--- src/rtl/fsm_sched_if.sv ---
// fsm_sched_if: request/grant, job-result and detector-link signals of the scheduler
//   req       requester level requests (bit i = requester i)
//   data_in   packed words, slice [i*WIDTH +: WIDTH] belongs to requester i
//   gnt       one-hot grant held for the whole job
//   det_rst   active-high reset to the shared sequence detector
//   det_in    serial bit to the detector
//   det_out   detector output
//   done      one-cycle job-complete pulse
//   done_id   requester just served
//   done_hits number of counted det_out=1 samples in that job
interface fsm_sched_if #(parameter int WIDTH = 8);
    localparam int HW = $clog2(WIDTH + 1);
    logic [3:0]         req;
    logic [4*WIDTH-1:0] data_in;
    logic [3:0]         gnt;
    logic               det_rst;
    logic               det_in;
    logic               det_out;
    logic               done;
    logic [1:0]         done_id;
    logic [HW-1:0]      done_hits;
    modport master (output req, data_in, det_out, input gnt, det_rst, det_in, done, done_id, done_hits);
    modport slave  (input req, data_in, det_out, output gnt, det_rst, det_in, done, done_id, done_hits);
endinterface

--- src/rtl/fsm_sched.sv ---
// fsm_sched: round-robin scheduler that serializes a granted requester's word into a shared sequence detector and counts its hits
//   clock  rising-edge clock
//   reset  asynchronous active-low reset
//   bus    fsm_sched_if slave: req/data_in in, gnt out, detector link, done/done_id/done_hits out
module fsm_sched #(
    parameter int WIDTH = 8
) (
    input logic        clock,
    input logic        reset,
    fsm_sched_if.slave bus
);
    localparam int IW = (WIDTH > 1) ? $clog2(WIDTH) : 1;
    localparam int HW = $clog2(WIDTH + 1);

    typedef enum logic [2:0] {IDLE, CLR, SHIFT, DRAIN, DONE} state_t;

    state_t         state, state_nxt;
    logic [WIDTH-1:0] sreg;
    logic [IW-1:0]  idx;
    logic [HW-1:0]  hits, hits_nxt;
    logic [1:0]     rr, win, id;
    logic           inc;

    // lowest offset from rr wins, so scan offsets from high to low
    always_comb begin
        win = rr;
        for (int k = 3; k >= 0; k--)
            if (bus.req[rr + 2'(k)]) win = rr + 2'(k);
    end

    always_comb begin
        state_nxt = state;
        case (state)
            IDLE:    state_nxt = |bus.req ? CLR : IDLE;
            CLR:     state_nxt = SHIFT;
            SHIFT:   state_nxt = (idx == IW'(WIDTH - 1)) ? DRAIN : SHIFT;
            DRAIN:   state_nxt = DONE;
            default: state_nxt = IDLE;
        endcase
    end

    // the first shift cycle still sees the detector's post-reset output, so it is not counted
    assign inc      = bus.det_out && ((state == SHIFT && idx != '0) || state == DRAIN);
    assign hits_nxt = (state == CLR) ? '0 :
                      (inc && hits != HW'(WIDTH)) ? hits + HW'(1) : hits;

    assign bus.det_in = (state == SHIFT) && sreg[WIDTH-1];
    assign bus.done   = (state == DONE);

    always_ff @(posedge clock or negedge reset) begin
        if (!reset) begin
            state         <= IDLE;
            bus.gnt       <= '0;
            bus.det_rst   <= 1'b1;
            bus.done_id   <= '0;
            bus.done_hits <= '0;
            rr            <= '0;
            id            <= '0;
            sreg          <= '0;
            idx           <= '0;
            hits          <= '0;
        end else begin
            state       <= state_nxt;
            bus.det_rst <= (state_nxt == CLR);
            hits        <= hits_nxt;
            if (state == IDLE && |bus.req) begin
                sreg    <= bus.data_in[int'(win)*WIDTH +: WIDTH];
                bus.gnt <= 4'b0001 << win;
                id      <= win;
            end
            if (state == CLR) idx <= '0;
            if (state == SHIFT) begin
                sreg <= sreg << 1;
                idx  <= idx + IW'(1);
            end
            // results are loaded as DONE is entered so they are valid alongside the done pulse
            if (state == DRAIN) begin
                bus.done_id   <= id;
                bus.done_hits <= hits_nxt;
            end
            if (state == DONE) begin
                bus.gnt <= '0;
                rr      <= id + 2'd1;
            end
        end
    end
endmodule

--- src/flat_wrapper.sv ---
// flat-port wrapper written by rule: the top's interface ports become plain ports
module fsm_sched_flat 
#(
    parameter int WIDTH = 8
)
  (clock, reset, bus_req, bus_data_in, bus_det_out, bus_gnt, bus_det_rst, bus_det_in, bus_done, bus_done_id, bus_done_hits);
  fsm_sched_if #(.WIDTH(WIDTH)) bus_i ();
  input logic clock;
  input logic reset;
  input wire logic [$bits(bus_i.req)-1:0] bus_req;
  input wire logic [$bits(bus_i.data_in)-1:0] bus_data_in;
  input wire logic [$bits(bus_i.det_out)-1:0] bus_det_out;
  output wire logic [$bits(bus_i.gnt)-1:0] bus_gnt;
  output wire logic [$bits(bus_i.det_rst)-1:0] bus_det_rst;
  output wire logic [$bits(bus_i.det_in)-1:0] bus_det_in;
  output wire logic [$bits(bus_i.done)-1:0] bus_done;
  output wire logic [$bits(bus_i.done_id)-1:0] bus_done_id;
  output wire logic [$bits(bus_i.done_hits)-1:0] bus_done_hits;
  assign bus_i.req = bus_req;
  assign bus_i.data_in = bus_data_in;
  assign bus_i.det_out = bus_det_out;
  assign bus_gnt = bus_i.gnt;
  assign bus_det_rst = bus_i.det_rst;
  assign bus_det_in = bus_i.det_in;
  assign bus_done = bus_i.done;
  assign bus_done_id = bus_i.done_id;
  assign bus_done_hits = bus_i.done_hits;
  fsm_sched #(.WIDTH(WIDTH)) u_core (.clock(clock), .reset(reset), .bus(bus_i));
endmodule
--- config.mk ---
export PLATFORM = sky130hd
export DESIGN_NAME = fsm_sched_flat
export DESIGN_NICKNAME = d
export VERILOG_FILES = /design/src/rtl/fsm_sched_if.sv /design/src/rtl/fsm_sched.sv /design/src/flat_wrapper.sv
export SDC_FILE = /design/constraint.sdc
export NUM_CORES = 1
export LEC_CHECK = 0
export ABC_AREA = 0
export CAP_MARGIN = 5
export CELL_PAD_IN_SITES_DETAIL_PLACEMENT = 0
export CELL_PAD_IN_SITES_GLOBAL_PLACEMENT = 2
export CORE_UTILIZATION = 31
export DETAILED_ROUTE_END_ITERATION = 10
export GPL_ROUTABILITY_DRIVEN = 0
export PLACE_DENSITY = 0.92
export SYNTH_ARGS = -nofsm -noshare
export SYNTH_HDL_FRONTEND = slang
export SYNTH_SLANG_ARGS = --single-unit
--- constraint.sdc ---
create_clock -name clock -period 2.85 [get_ports clock]
set_input_delay 0.855 -clock clock [delete_from_list [all_inputs] [get_ports clock]]
set_output_delay 0.855 -clock clock [all_outputs]
set_load 0.005 [all_outputs]
==> Yosys cells after proc, flatten, opt, wreduce, memory -nomap -nowiden <==
Cells that the tools add are included.
{ "word_totals": {"register_bits": 33, "input_bits": 39} }
{ "op_classes": {"add_sub_neg": 6, "n_lt_le_gt_ge": 4, "eq_ne": 7, "shift": 2, "n_mux": 23, "reduce_logical": 12} }
{ "ops": {"columns": ["op", "n"], "rows": [
  ["32-bit by 6-bit indexed part select with 8-bit output", 1],
  ["4-bit 2-to-1 mux", 4],
  ["8-bit 2-to-1 mux", 2],
  ["2-bit by 3-bit less-than comparator with 1-bit output (second input constant)", 4],
  ["3-bit case mux with 4 select lines", 1],
  ["1-bit binary-select mux with 2-bit select", 4],
  ["2-bit 2-to-1 mux", 4],
  ["3-bit by 1-bit equality test with 1-bit output (second input constant)", 2],
  ["3-bit by 2-bit equality test with 1-bit output (second input constant)", 2],
  ["3-bit equality test (second input constant)", 2],
  ["1-bit 2-to-1 mux", 6],
  ["3-bit 2-to-1 mux", 2],
  ["2-bit nonzero test", 3],
  ["1-bit logical AND", 5],
  ["2-bit by 1-bit adder with 2-bit output (second input constant)", 2],
  ["2-bit adder (second input constant)", 2],
  ["4-bit by 1-bit adder with 4-bit output (second input constant)", 1],
  ["4-bit != test (second input constant)", 1],
  ["4-bit OR reduction", 1],
  ["1-bit by 2-bit left shift with 4-bit output (first input constant)", 1],
  ["3-bit by 1-bit adder with 3-bit output (second input constant)", 1],
  ["3-bit logical NOT", 1],
  ["3-bit nonzero test", 1],
  ["1-bit logical OR", 1]
]} }

==> Depth between registers and ports, before layout <==
Gate-level depths: netlist of the first run.
{ "depth": {"word_depth": 10, "ltp_mapped": 8} }

==> Worst setup path after synthesis of the first run <==
OpenSTA, ideal clock, no wires.
{ "synth_path": {"path_kind": "input port to flip-flop", "start": "input port bus_req[1]", "end": "register u_core.sreg[1]", "setup_ns": 0.139, "t_arrival_ns": 2.114, "slack_ns": 0.597, "stages": 7, "cell_sequence": "buf_4 or4_4 nand3b_2 inv_2 buf_6 nand2_1 o221ai_1"} }
{ "synth_via": {"elab_chain_cells": 9} }
{ "synth_rtl": {"columns": ["element", "line_no", "text"], "rows": [
  ["start: declaration", "flat_wrapper.sv:10", "input wire logic [$bits(bus_i.req)-1:0] bus_req;"],
  ["1-bit binary-select mux with 2-bit select", "fsm_sched.sv:28", "if (bus.req[rr + 2'(k)]) win = rr + 2'(k);"],
  ["1-bit 2-to-1 mux (implied by the code)", "fsm_sched.sv:28", null],
  ["2-bit 2-to-1 mux (4 in series)", "fsm_sched.sv:28", null],
  ["32-bit by 6-bit indexed part select with 8-bit output", "fsm_sched.sv:67", "sreg <= bus.data_in[int'(win)*WIDTH +: WIDTH];"],
  ["8-bit 2-to-1 mux", "fsm_sched.sv:66", "if (state == IDLE && |bus.req) begin"],
  ["8-bit 2-to-1 mux", "fsm_sched.sv:72", "if (state == SHIFT) begin"],
  ["end signal: assignment", "fsm_sched.sv:67", null],
  ["end signal: assignment", "fsm_sched.sv:73", "sreg <= sreg << 1;"],
  ["end: declaration", "fsm_sched.sv:18", "logic [WIDTH-1:0] sreg;"]
]} }
Parallel ways exist; a longest one is shown, timed or not. The select of a mux whose other input is x is not followed.
A chain may end at the register's enable or synchronous reset.

==> Worst setup path in the final report of the first run <==
{ "layout_path": {"start": "register u_core.state[2]", "end": "output port bus_det_in"} }
{ "layout_via": {"elab_chain_cells": 2} }
{ "layout_rtl": {"columns": ["element", "line_no", "text"], "rows": [
  ["start: declaration", "fsm_sched.sv:17", "state_t state, state_nxt;"],
  ["start signal: assignment", "fsm_sched.sv:63", "state <= state_nxt;"],
  ["3-bit by 2-bit equality test with 1-bit output", "fsm_sched.sv:47", "assign bus.det_in = (state == SHIFT) && sreg[WIDTH-1];"],
  ["1-bit logical AND", "fsm_sched.sv:47", null],
  ["end: declaration", "flat_wrapper.sv:15", "output wire logic [$bits(bus_i.det_in)-1:0] bus_det_in;"]
]} }
Every way passes these cells.

==> results of run 1 <==
-- flip-flops by register name, summed over array words and instances (netlist names) --
name	count
u_core.sreg	8
u_core.hits	4
u_core.bus.det_rst	1
u_core.rr	2
u_core.bus.gnt	4
u_core.id	2
u_core.bus.done_id	2
u_core.state	3
u_core.idx	3
u_core.bus.done_hits	4
-- per-layer routing --
| metal | up-vias | part of all wire [%] |
|---|---|---|
| met5 | - | 0 |
| met2 | 38 | 47 |
| met3 | 5 | 3.6 |
| met4 | 0 | 1.0 |
| met1 | 766 | 49 |
| li1 | 845 | - |
-- layout by cell type, fill, tap and decap left out, types with 6 or more instances in the layout --
| master | instances |
|---|---|
| nor2_1 | 10 |
| clkbuf_8 | 7 |
| nand2_1 | 35 |
| o21ai_0 | 12 |
| mux2i_1 | 11 |
| nand3_1 | 11 |
| dfrtp_1 | 32 |
| clkdlybuf4s50_1 | 51 |
| a31oi_1 | 6 |
| inv_1 | 11 |
-- cell families (layout without fill, tap and decap cells) --
kind of cell    Yosys count  in the layout  share of synthesized area (%)
compound gates           51             51                           17.8
xor+xnor                  6              6                           2.71
fa+ha+maj                 5              5                           3.23
buf+inv                  22             78                           6.72
flops                    33             33                           42.7
mux                      11             11                           5.69
simple gates             80             80                           21.1
-- final timing paths --
check | startpoint | endpoint | depth (start not counted)
worst max-delay path | u_core.state[2] | bus_det_in | 3
worst min-delay path | u_core.bus.done_id[0] | u_core.bus.done_id[0] | 2
worst max register to register | u_core.rr[1] | u_core.sreg[1] | 7
worst min register to register | u_core.bus.done_id[0] | u_core.bus.done_id[0] | 2
max in group asynchronous | reset | u_core.bus.det_rst | 2
min in group asynchronous | reset | u_core.bus.done_hits[0] | 2
-- power by group through the flow --
stage          logic [mW]  registers, mW  clock network [mW]
2_1_floorplan       0.804          0.774                   0
3_3_place_gp         1.09          0.841                   0
3_5_place_dp         1.11          0.840                   0
4_1_cts              1.11          0.833               0.399
5_1_grt              1.25          0.868               0.419
6_report             1.09          0.834               0.385
-- final cells by class --
type                            instances  area, um2
Clock inverter                          1       5.00
Clock buffer                            7       96.3
Fill cell                             609       3340
Timing Repair Buffer                   57        568
Sequential cell                        33        827
Tap cell                               75       93.8
Inverter                               13       48.8
Multi-Input combinational cell        153        978
-- per-stage QoR --
| step | instance area, um2 | cells | util, % |
|---|---|---|---|
| after floorplan | 1940 | 208 | - |
| after global placement | 2520 | 331 | 42.2 |
| after detailed placement | 2520 | 331 | 42.2 |
| after CTS | 2620 | 339 | 43.9 |
| after global routing | 2620 | 339 | 43.9 |
| final | 2620 | 339 | 43.9 |
-- critical path, delay by kind of cell (launching register included) --
| kind | cells | cell delay [ps] |
|---|---|---|
| flip-flops | 1 | 420 |
| AND/OR/NAND/NOR | 2 | 610 |
| buffers and inverters | 1 | 510 |
==> impl_metrics.json, run 1 <==
{
  "use_met3_pct": 3.15,
  "ys_ff_latch": 33,
  "skew_ps": 6.91,
  "ios": 52,
  "fin_setup_tns_ps": 0,
  "cts_made_buffers": 5,
  "synth_area_per_cell_um2": 9.31,
  "fin_crit_ps": 2670,
  "die_w_um": 81.0,
  "met2_usage_pct": 22.9,
  "synth.most_common_cell": "nand2_1",
  "cts_setup_buffers": 0,
  "antenna_found_initial": 0,
  "finalNetCount": 307,
  "setup_ws_ps": 179,
  "root_buffer": "clkbuf_8",
  "ant_nets": 0,
  "max_freq_ghz": 0.374,
  "whs_ps": 480,
  "status": "complete, no violations",
  "synth_edf_count": 0,
  "synth_top_area_cell": "dfrtp_1",
  "ctsResizeCount": 0,
  "critical_path_class": "reg -> out",
  "syn-num-nets": 252,
  "drive_gt1_share_pct": 9.47,
  "grt_usage_pct": 14.5,
  "start_kind": "flip-flop",
  "htreeDepth": 2,
  "post-route-period-util_pct": 93.7,
  "rsz0062_at_grt": "false",
  "dp_slack_ps": 64.7,
  "synth_ff_type": "dfrtp_1",
  "worstMarginPinSlew_ps": 717,
  "ys_seq_area_share_pct": 42.7,
  "p_leak_nw": 1.15,
  "r2r_slack_ps": 920,
  "p_int_mw": 1.44,
  "synth_top_cell_area_share_pct": 41.4,
  "netlist_top_cells_count": "nand2_1, dfrtp_1, o21ai_0",
  "relSlewSlack_pct": 52.1,
  "gr-max-usage-layer": "met2",
  "critical_path_peak_fanout": 6,
  "die-area_um2": 6560,
  "final_hold_viol_count": 0,
  "pwr-share-comb_pct": 47.3,
  "syn-cell-area_um2": 1940,
  "finalPower_mw": 2.31,
  "cts_hold_buf": 0,
  "drt_iter0_drc": 36,
  "use_met1_pct": 19.4,
  "rows": 28,
  "p_sw_share_pct": 37.8,
  "vias": 1654,
  "sequentialPowerShare_pct": 36.1,
  "cts_sinks": 33,
  "worstPathArrival_ps": 1820,
  "floorplan.initialDensity_pct": 32.5,
  "tritoncts": "yes",
  "power_density_nw_per_um2": 884,
  "clock_path_buffers": 2,
  "firstDrtPassIters": 4,
  "setup_viol": 0,
  "fp.coreArea_um2": 5960,
  "grt_pass1_wl_um": 7250,
  "drv_cap": 0,
  "synth_cell_types": 50,
  "maxSlewViolCount": 0,
  "synth_cells": 208,
  "grt_pass1_vias": 1531,
  "worst_skew_pair.late_latency_ps": 280,
  "cp_slowest_cell": "clkdlybuf4s50_1",
  "io_buffers": 51,
  "hold_path_class": "reg -> reg",
  "areaGrowthSynthToFinish_pct": 35.2,
  "drcViolationCount": 0,
  "grt_max_degree": 34,
  "required_ps": 2000,
  "p_switching_mw": 0.875,
  "async_reset_ff_share_pct": 100,
  "vdd_drop_max_v": 0.000372,
  "wire_per_inst_um": 12.8,
  "drt-total-wl_um": 4360,
  "worstSetupEndpointType": "output port",
  "ys_warn_count": 0,
  "dp_hpwl_um": 3290,
  "die_h_um": 81.0,
  "viasPerCell": 4.88,
  "slowest_delay_ps": 510,
  "overflow": 0,
  "diodes": 0,
  "path_cells": "nor2_1 -> and3_1 -> clkdlybuf4s50_1",
  "synth_area_leaders": "dfrtp_1, nand2_1, mux2i_1",
  "path_clk_slew_ps": 70,
  "power_frac_clock_pct": 16.6
}
No activity file was read; power rests on OpenSTA's default activity.
==> inputs of run 2 (changes only) <==
Settings changed: CORE_UTILIZATION 31 to 32, CTS_BUF_LIST set to sky130_fd_sc_hd__clkbuf_8, PLACE_DENSITY 0.92 to 0.94.
==> run 2 against run 1 <==
Total power fell by 1.5%. Cell area fell by 0.57%. Non-clock buffer count rose by 1. Die area fell by 3.0%. Worst setup slack improved by 28 ps. Register-to-register slack got worse by 20 ps. First-iteration DRC count rose by 67%. Core utilization rose by 1.9 points. Flip-flop and latch count did not move. Final cell count fell by 0.59%.
==> impl_metrics.json, run 2 (synthesized netlist as in run 1, its figures left out) <==
{
  "drt_iter0_drc": 60,
  "largest_register": "u_core.sreg",
  "drcViolationCount": 0,
  "cp_slowest_cell": "clkdlybuf4s50_1",
  "start_kind": "flip-flop",
  "hold_end": "u_core.bus.done_hits[0]",
  "pwr-share-comb_pct": 48.3,
  "die_h_um": 79.8,
  "largest_reg_flops": 8,
  "layout_common_cells": "clkdlybuf4s50_1, nand2_1, dfrtp_1",
  "worstMarginPinSlew_ps": 498,
  "maxSlewViolCount": 0,
  "io_buffers": 51,
  "ant_nets": 0,
  "critical_path_peak_fanout": 6,
  "r2r-start": "u_core.rr[1]",
  "cts_hold_buf": 0,
  "fin_crit_ps": 2640,
  "path_cells": "nor2_1 -> and3_1 -> clkdlybuf4s50_1",
  "fillCellCount": 577,
  "firstDrtPassIters": 4,
  "drt-total-wl_um": 4410,
  "p_leak_nw": 1.15,
  "vdd_drop_max_v": 0.000364,
  "path_clk_slew_ps": 60,
  "grt_usage_pct": 14.9,
  "relSlewSlack_pct": 66.7,
  "grt_pass1_vias": 1594,
  "fin_setup_tns_ps": 0,
  "dp_hpwl_um": 3360,
  "die-area_um2": 6360,
  "utilization_pct": 45.9,
  "status": "complete, no violations",
  "diodes": 0,
  "setup_viol": 0,
  "skew_ps": 7.02,
  "antenna_found_initial": 0,
  "tritoncts": "yes",
  "rsz0062_at_grt": "false",
  "final_hold_viol_count": 0,
  "die_w_um": 79.8,
  "slowest_delay_ps": 520,
  "areaGrowthSynthToFinish_pct": 34.5,
  "final_cells": 337,
  "r2r_slack_ps": 900,
  "ios": 52,
  "fp.coreArea_um2": 5680,
  "r2r_cells": 7,
  "viasPerCell": 5.01,
  "hold_path_class": "reg -> reg",
  "met2_length_um": 2080,
  "hold_depth": 2,
  "grt_max_degree": 34,
  "floorplan.initialDensity_pct": 34.1,
  "cts_setup_buffers": 0,
  "root_buffer": "clkbuf_8",
  "wl_met3_um": 246,
  "cts_made_buffers": 5,
  "max_freq_ghz": 0.378,
  "r2r_end": "u_core.sreg[3]",
  "cts_sinks": 33,
  "htreeDepth": 2,
  "whs_ps": 479,
  "power_density_nw_per_um2": 876,
  "vias": 1688,
  "maxUsedRoutingLayer": "met4",
  "p_int_mw": 1.39,
  "hold_path.startpoint": "u_core.bus.done_hits[0]",
  "required_ps": 2000,
  "worstPathArrival_ps": 1790,
  "power_frac_clock_pct": 14.9,
  "p_switching_mw": 0.886,
  "worst_skew_pair.late_latency_ps": 290,
  "drive_gt1_share_pct": 9.43,
  "final_common_cell": "clkdlybuf4s50_1",
  "overflow": 0,
  "ctsResizeCount": 0,
  "critical_path_class": "reg -> out",
  "dp.cells": 329,
  "worstSetupEndpointType": "output port",
  "sequentialPowerShare_pct": 36.8,
  "rows": 27,
  "post-route-period-util_pct": 92.7,
  "drt-met1-wl_um": 2030,
  "p_sw_share_pct": 38.9,
  "clock_path_buffers": 2,
  "drv_cap": 0,
  "wire_per_inst_um": 13.1,
  "finalNetCount": 308,
  "grt_pass1_wl_um": 7290
}
run 2: changes by cell type in the layout (fill, tap and decap cells not counted), sizes merged:
cell    delta
clkinv     +1
buf        +1
inv        +1
clkbuf     -2
run 2: metal layers:
metal,up-vias,global-route usage (%)
li1,852,-
met1,780,19.2
met2,50,23.9
met3,6,4.46
met4,0,4.64
met5,-,0
run 2: worst max-delay path by stage:
| stage | cells past startpoint | slack [ps] | startpoint | to |
|---|---|---|---|---|
| 2_1_floorplan | 7 | 600 | bus_req[1] | u_core.sreg[1] |
| 4_1_cts | 3 | 220 | u_core.state[2] | bus_det_in |
| 3_3_place_gp | 8 | 90 | bus_req[2] | u_core.sreg[3] |
| 6_report | 3 | 210 | u_core.state[2] | bus_det_in |
| 3_5_place_dp | 8 | 60 | bus_req[1] | u_core.sreg[3] |
| 5_1_grt | 3 | 80 | u_core.state[2] | bus_det_in |
run 2: worst max-delay path: cells and delay by family (launching register included):
family,cells,cell delay [ps]
and+or+nand+nor,2,560
buffers and inverters,1,520
DFF,1,420
run 2: cell type report:
| type | count | area (um2) | area share [%] |
|---|---|---|---|
| Tap cell | 72 | 90.1 | 3.46 |
| Clock inverter | 3 | 13.8 | 0.529 |
| Multi-Input combinational cell | 153 | 978 | 37.6 |
| Timing Repair Buffer | 58 | 576 | 22.1 |
| Clock buffer | 5 | 68.8 | 2.64 |
| Sequential cell | 33 | 827 | 31.8 |
| Inverter | 13 | 48.8 | 1.87 |
run 2: power groups by stage:
stage	sequential, mW	clock (mW)	combinational, mW
after detailed placement	0.845	0	1.12
after global placement	0.843	0	1.11
after CTS	0.840	0.345	1.12
final	0.839	0.340	1.10
after global routing	0.868	0.366	1.24
after floorplan	0.774	0	0.804
run 2: metrics by stage:
step / total power, mW / setup WS (ps) / instance area (um2)
finish: 2.28 / 208 / 2600
floorplan: 1.58 / 597 / 1940
CTS: 2.30 / 225 / 2600
global placement: 1.95 / 92.1 / 2520
detailed placement: 1.96 / 64.9 / 2520
global route: 2.48 / 77.7 / 2600
==> inputs of run 3 (changes only) <==
Settings changed: PLACE_DENSITY 0.94 to 0.95, SLEW_MARGIN set to 5.
==> run 3 against run 2 <==
Sequential share of layout area barely moved. First-iteration DRC count rose by 110%. Combinational power about the same. Global-route usage is 0.53 points higher. Worst setup slack worse by 2.5 ps. Die area is the same. Via count shrank 0.71%. Critical path depth unchanged. Clock skew decreased by 0.73 ps. Critical path type unchanged.
==> impl_metrics.json, run 3 (synthesized netlist as in run 1, its figures left out) <==
{
  "cts_sinks": 33,
  "diodes": 0,
  "largest_register": "u_core.sreg",
  "antenna_found_initial": 0,
  "areaGrowthSynthToFinish_pct": 34.3,
  "path_clk_slew_ps": 70,
  "cts_hold_buf": 0,
  "met2_usage_pct": 24.8,
  "post-route-period-util_pct": 92.8,
  "startpoint": "u_core.state[2]",
  "floorplan.initialDensity_pct": 34.1,
  "grt_pass1_vias": 1644,
  "rsz0062_at_grt": "false",
  "tritoncts": "yes",
  "htreeDepth": 2,
  "final_hold_viol_count": 0,
  "critical_path_class": "reg -> out",
  "fin_crit_ps": 2640,
  "skew_ps": 6.30,
  "clock_path_buffers": 2,
  "final-seq-area_um2": 827,
  "layout_common_cells": "clkdlybuf4s50_1, nand2_1, dfrtp_1",
  "final_common_cell": "clkdlybuf4s50_1",
  "io_buffers": 51,
  "worstPathArrival_ps": 1790,
  "whs_ps": 479,
  "drcViolationCount": 0,
  "drt-total-wl_um": 4490,
  "firstDrtPassIters": 4,
  "cp.depth": 3,
  "fp.coreArea_um2": 5680,
  "use_met3_pct": 4.46,
  "fillCellCount": 549,
  "viasPerCell": 4.99,
  "cp_slowest_cell": "clkdlybuf4s50_1",
  "die_h_um": 79.8,
  "start_kind": "flip-flop",
  "cts_setup_buffers": 0,
  "drt_iter0_drc": 124,
  "use_met1_pct": 20.6,
  "fin_setup_tns_ps": 0,
  "max_freq_ghz": 0.378,
  "die-area_um2": 6360,
  "hold_path.startpoint": "u_core.bus.done_hits[3]",
  "critical_path_peak_fanout": 6,
  "worstMarginPinSlew_ps": 721,
  "drv_cap": 0,
  "r2r-start": "u_core.rr[0]",
  "vias": 1676,
  "critPathTopFamily": "simple AND/OR/NAND/NOR gates",
  "grt_usage_pct": 15.4,
  "grt_max_degree": 34,
  "ctsResizeCount": 0,
  "relSlewSlack_pct": 51.8,
  "finalPower_mw": 2.28,
  "slowest_delay_ps": 540,
  "r2r_slack_ps": 1000,
  "setup_ws_ps": 205,
  "status": "complete, no violations",
  "dp_hpwl_um": 3440,
  "root_buffer": "clkbuf_8",
  "ant_nets": 0,
  "r2r_cells": 6,
  "p_leak_nw": 1.14,
  "ios": 52,
  "rows": 27,
  "overflow": 0,
  "gr-max-usage-layer": "met2",
  "maxSlewViolCount": 0,
  "finalNetCount": 307,
  "drive_gt1_share_pct": 9.47,
  "crit_buf_inv": 1,
  "setup_viol": 0,
  "grt_pass1_wl_um": 7580,
  "hold_path_class": "reg -> reg",
  "largest_reg_flops": 8,
  "wire_per_inst_um": 13.3,
  "dp_slack_ps": 75.0,
  "worstSetupEndpointType": "output port",
  "path_cells": "nor2_1 -> and3_1 -> clkdlybuf4s50_1",
  "power_density_nw_per_um2": 878,
  "die_w_um": 79.8,
  "r2r_end": "u_core.sreg[3]",
  "crit_path_end": "bus_det_in",
  "vdd_drop_max_v": 0.000380,
  "cts_made_buffers": 5,
  "multiInputGateArea_um2": 978,
  "required_ps": 2000,
  "worst_skew_pair.late_latency_ps": 280
}
run 3: changes by cell type in the layout (fill, tap and decap cells not counted):
cell / delta
clkinvlp_4: +1
inv_1: -1
buf_4: -1
run 3: worst min-delay path: stages, from the launching register on:
cell     delay, ps
dfrtp_1        340
nand2_1         40
o21ai_0         60
run 3: stage by stage:
stage / area (um2) / utilization, % / cells
2_1_floorplan: 1940 / - / 208
5_1_grt: 2600 / 45.8 / 336
3_5_place_dp: 2510 / 44.3 / 328
3_3_place_gp: 2510 / 44.3 / 328
4_1_cts: 2600 / 45.8 / 336
6_report: 2600 / 45.8 / 336
run 3: layout make-up:
| class | instances | share of cell area [%] |
|---|---|---|
| flip-flops and latches | 33 | 31.8 |
| clock inverters | 3 | 0.674 |
| well taps | 72 | 3.47 |
| clock buffers | 5 | 2.65 |
| inverters | 13 | 1.88 |
| multi-input cells | 153 | 37.7 |
| repair buffers | 57 | 21.9 |
run 3: worst min-delay path by stage:
stage / to / slack (ps) / cells past startpoint
6_report: u_core.bus.done_hits[3] / 480 / 2
3_5_place_dp: u_core.bus.done_hits[1] / 470 / 2
5_1_grt: u_core.bus.done_id[0] / 510 / 2
4_1_cts: u_core.bus.done_hits[1] / 490 / 2
3_3_place_gp: u_core.bus.done_id[1] / 460 / 2
2_1_floorplan: u_core.bus.done_id[0] / 470 / 2
run 3: where the power goes:
group	internal (mW)	switching (mW)
Clock	0.168	0.171
Combinational	0.557	0.549
Sequential	0.664	0.170
Total	1.39	0.891
run 3: per-layer routing:
metal / up-vias / wire length [um] / share of wire (%)
li1: 846 / - / -
met1: 782 / 2140 / 48
met2: 46 / 2080 / 46
met3: 2 / 245 / 5.5
met4: 0 / 21 / 0.47
met5: - / 0 / 0
